[src/rtl/pc_sequencer.sv]
// Program counter and next-PC sequencer: sequential, PC-relative, register and
// memory-indirect jumps, with link-register strobes and a bounded memory wait.
module pc_sequencer #(
  parameter logic [31:0] RESET_PC = 32'h0000_0000,
  parameter int unsigned TIMEOUT  = 16
) (
  input  logic        clk,
  input  logic        reset,
  input  logic [1:0]  pc_sel,
  input  logic [31:0] imm,
  input  logic [31:0] rs_val,
  input  logic        jmsub,
  input  logic        stall,
  input  logic        dmem_ack,
  input  logic [31:0] dmem_rdata,
  output logic        dmem_req,
  output logic [31:0] dmem_addr,
  output logic [31:0] pc,
  output logic        busy,
  output logic        link_we,
  output logic [31:0] link_data,
  output logic        err
);

  localparam int unsigned CW = 8;
  localparam logic [CW-1:0] CNT_LAST = CW'(TIMEOUT - 1);
  localparam logic [31:0] WORD_MASK = 32'hFFFF_FFFC;

  typedef enum logic {RUN, MEM_WAIT} state_t;

  state_t        state;
  logic [CW-1:0] cnt;
  logic [31:0]   pc_plus4;
  logic [31:0]   rel_off;

  assign pc_plus4 = pc + 32'd4;
  assign rel_off  = imm << 2;

  always_ff @(posedge clk) begin
    if (reset) begin
      state     <= RUN;
      cnt       <= '0;
      pc        <= RESET_PC;
      dmem_req  <= 1'b0;
      dmem_addr <= '0;
      busy      <= 1'b0;
      link_we   <= 1'b0;
      link_data <= '0;
      err       <= 1'b0;
    end else begin
      link_we <= 1'b0;
      case (state)
        RUN: begin
          if (!stall) begin
            case (pc_sel)
              2'b00: pc <= pc_plus4;
              2'b01: pc <= pc_plus4 + rel_off;
              2'b11: begin
                pc        <= rs_val & WORD_MASK;
                link_we   <= 1'b1;
                link_data <= pc_plus4;
              end
              2'b10: begin
                dmem_addr <= rs_val;
                dmem_req  <= 1'b1;
                busy      <= 1'b1;
                cnt       <= '0;
                state     <= MEM_WAIT;
                if (jmsub) begin
                  link_we   <= 1'b1;
                  link_data <= pc_plus4;
                end
              end
            endcase
          end
        end
        MEM_WAIT: begin
          cnt <= cnt + CW'(1);
          // An ack on the final wait cycle takes priority over the timeout
          if (dmem_ack) begin
            pc       <= dmem_rdata & WORD_MASK;
            dmem_req <= 1'b0;
            busy     <= 1'b0;
            state    <= RUN;
          end else if (cnt == CNT_LAST) begin
            err      <= 1'b1;
            pc       <= RESET_PC;
            dmem_req <= 1'b0;
            busy     <= 1'b0;
            state    <= RUN;
          end
        end
      endcase
    end
  end

endmodule

[config.mk]
export PLATFORM = sky130hd
export DESIGN_NAME = pc_sequencer
export DESIGN_NICKNAME = d
export VERILOG_FILES = /design/src/rtl/pc_sequencer.sv
export SDC_FILE = /design/constraint.sdc
export NUM_CORES = 1
export LEC_CHECK = 0
export CAP_MARGIN = 10
export CORE_MARGIN = 2
export CORE_UTILIZATION = 48
export CTS_CLUSTER_SIZE = 10
export DETAILED_ROUTE_END_ITERATION = 7
export PLACE_DENSITY_LB_ADDON = 0.2
export SETUP_SLACK_MARGIN = 0.2
export SLEW_MARGIN = 20
export SYNTH_ARGS = -nofsm -noshare
export SYNTH_HDL_FRONTEND = slang
export SYNTH_SLANG_ARGS = --single-unit
[constraint.sdc]
create_clock -name clk -period 4.45 [get_ports clk]
set_input_delay 0.89 -clock clk [delete_from_list [all_inputs] [get_ports clk]]
set_output_delay 0.89 -clock clk [all_outputs]
set_load 0.02 [all_outputs]
==> results.ini <==
[status]
status = complete, no violations

[worst_setup_path]
crit_path_start_kind = register
reg2reg_slack_ns = 0.47
cp-startpoint = pc[2]
end_kind = register
cp_max_fo = 7
worstPathArrival_ns = 4.28
worstPathRequired_ns = 4.74
r2r-start = pc[2]
worstSetupPathType = reg -> reg

[final_layout]
diodes = 0
fin_nets = 1210
syn_to_final_growth_pct = 36.30
final_area_um2 = 9148
drive_gt1_share_pct = 6.227
fill_cells = 1258

[route]
vias = 7333
drt_iter0_drc = 812
wirelength_um = 23380
wl_per_cell_um = 18.62
drc = 0
drtAntennaViolNets = 0
dr.pass1.iters = 5
viasPerCell = 5.838

[yosys]
yosys.area_share.simple_pct = 24.63
synth_xor_area_share_pct = 6.394
synthAdderAreaFrac_pct = 6.823
synth_compound_area_share_pct = 24.70
synthMuxAreaShare_pct = 1.137
synth.top_cell.area_share_pct = 31.02
synth_edf_count = 0
async_flop_share_pct = 0
netlist_instances = 900
ys_seq_elements = 104
synth.distinct_cells = 65
synth_area_leader_cell = dfxtp_1
synth_seq_area_share_pct = 31.02
netlist_area_um2 = 6711
synth_most_common_cell = nor2_1
yosysWarningCount = 0
synth-main-ff-cell = dfxtp_1
yosys-top-cells-count = nor2_1, nand2_1, dfxtp_1, a21oi_1, clkbuf_1
syn-mean-instance-area_um2 = 7.457
ys_top_cells_by_area = dfxtp_1, nor2_1, nand2_1, ha_1, a21oi_1
synth_top_family_by_area = compound AO/OA/AOI/OAI gates

[floorplan]
die_area_um2 = 14940
fp.dieW_um = 122.2
fp-row-count = 43
start_util_pct = 48.73
core_um2 = 13770
die_y_um = 122.2
io_pins = 203

[clocking]
hold_buffers = 0
clockBufferDepth = 2
insertion_delay_ns = 0.36
numCtsBuffers = 9
post_cts_buffers = 0
cts_root_buf = clkbuf_16
htree_num_levels = 3
path_clk_slew_ns = 0.08
ctsResizeCount = 0
cts_tree = done
clock_sinks = 104

[run]
drv_cap = 0

[power_and_ir_drop]
finalPower_mw = 2.807
power_density_nw_per_um2 = 306.8
leakage_nw = 3.605
peakVddDrop_v = 0.0001793

[worst_hold_path]
min-delay-start = dmem_addr[10]
hp-class = reg -> reg

[global_routing]
grt_pass1_wl_um = 35850
antenna_found_initial = 0
grt_usage_pct = 30.91
gr-total-overflow = 0
grt_pass1_vias = 6846
grt_max_degree = 77

[timing]
tns_ns = 0
relSlewSlack_pct = 36.61
finalCriticalPeriod_ns = 3.984
slew_viol_final = 0
finalSetupViolCount = 0
rsz0062_at_grt = no
clock.fmax_ghz = 0.2510
hold_viol = 0
skew_ns = 0.007004
tightest_slew_ns = 0.9499
finalCritPeriodShare_pct = 89.53

[place]
dp_hpwl_um = 17220
numPortBuffers = 194
gp_congestion = 0.9764
dpl_cell_area_um2 = 8818

## cell type report
type	instances	area (um^2)	area share (%)
clock buffer	10	239.0	2.613
clock inverter	6	75.07	0.8207
inverter	21	78.83	0.8617
multi-input combinational	714	4315	47.18
sequential	104	2082	22.76
tap	180	225.2	2.462
timing repair buffer	221	2132	23.31
## critical path: stages, from the launching register on
cell	delay [ns]
dfxtp_1	0.48
ha_1	0.32
nand4_1	0.12
buf_4	0.19
nor3_1	0.25
buf_4	0.19
nand3_1	0.09
xor2_1	0.25
inv_1	0.14
ha_1	0.39
nand2_1	0.15
o21ai_0	0.11
a2111oi_0	0.41
a21oi_1	0.14
xor2_1	0.24
mux2_4	0.33
o22ai_2	0.13
## per-layer routing
metal | share of wire (%) | vias up | GRT usage (%) | wire [um]
li1 | - | 3541 | - | -
met1 | 43 | 3407 | 40.99 | 10020
met2 | 46 | 334 | 49.62 | 10650
met3 | 8.2 | 51 | 4.833 | 1906
met4 | 3.5 | 0 | 13.79 | 809
met5 | 0 | - | 0 | 0
## power by group
group / total, mW / internal, mW / leakage, nW / switching [mW]
logic: 0.895 / 0.408 / 2.60 / 0.486
clock network: 0.857 / 0.461 / 0.151 / 0.397
registers: 1.05 / 0.987 / 0.850 / 0.0680
total: 2.81 / 1.86 / 3.60 / 0.951
## placed cells by master (no fill, tap or decap), drive strengths merged, types with 3 or more instances in the layout
master,n
o21a,4
nor3,40
a21oi,83
o31ai,5
a31oi,4
and3,10
nand4,12
nor2b,11
a22oi,16
a21o,16
and4,5
clkbuf,10
a211oi,20
clkdlybuf4s50,191
a2111oi,3
o211a,3
nand2b,9
ha,35
xnor2,29
nor2,120
dfxtp,104
mux2i,5
o221ai,5
buf,30
nand2,118
nor4,4
xor2,20
o211ai,18
inv,23
a221oi,4
nand3,26
o22ai,11
o21ai,43
a31o,3
conb,4
## registers in the layout, summed over array words and instances (netlist names)
register,count
dmem_addr,32
link_data,30
pc,30
cnt,8
busy,1
err,1
link_we,1
state,1
## final timing paths
path	cells after the start	end
min reg2reg	2	dmem_addr[10]
min	2	dmem_addr[10]
max reg2reg	16	pc[31]
max	16	pc[31]
## per-stage QoR
stage | worst slack (ns) | utilization (%) | std cells | hold WS, ns
2_1_floorplan | 0.7743 | - | 903 | 0.4649
3_3_place_gp | 0.3051 | 63.97 | 1239 | 0.4416
3_5_place_dp | 0.2559 | 64.03 | 1240 | 0.4469
4_1_cts | 0.5251 | 66.31 | 1256 | 0.4579
5_1_grt | 0.2322 | 66.42 | 1256 | 0.4811
6_report | 0.4659 | 66.42 | 1256 | 0.4541
## kinds of logic (layout without fill, tap and decap cells)
kind of cell	Yosys count	count (layout)
XOR/XNOR	49	49
other	1	4
flip-flops	104	104
adder cells (fa/ha/maj)	36	36
buffers and inverters	85	258
multiplexers	7	7
AND/OR/NAND/NOR	363	363
AO/OA/AOI/OAI	255	255
No activity file was read; power rests on OpenSTA's default activity.
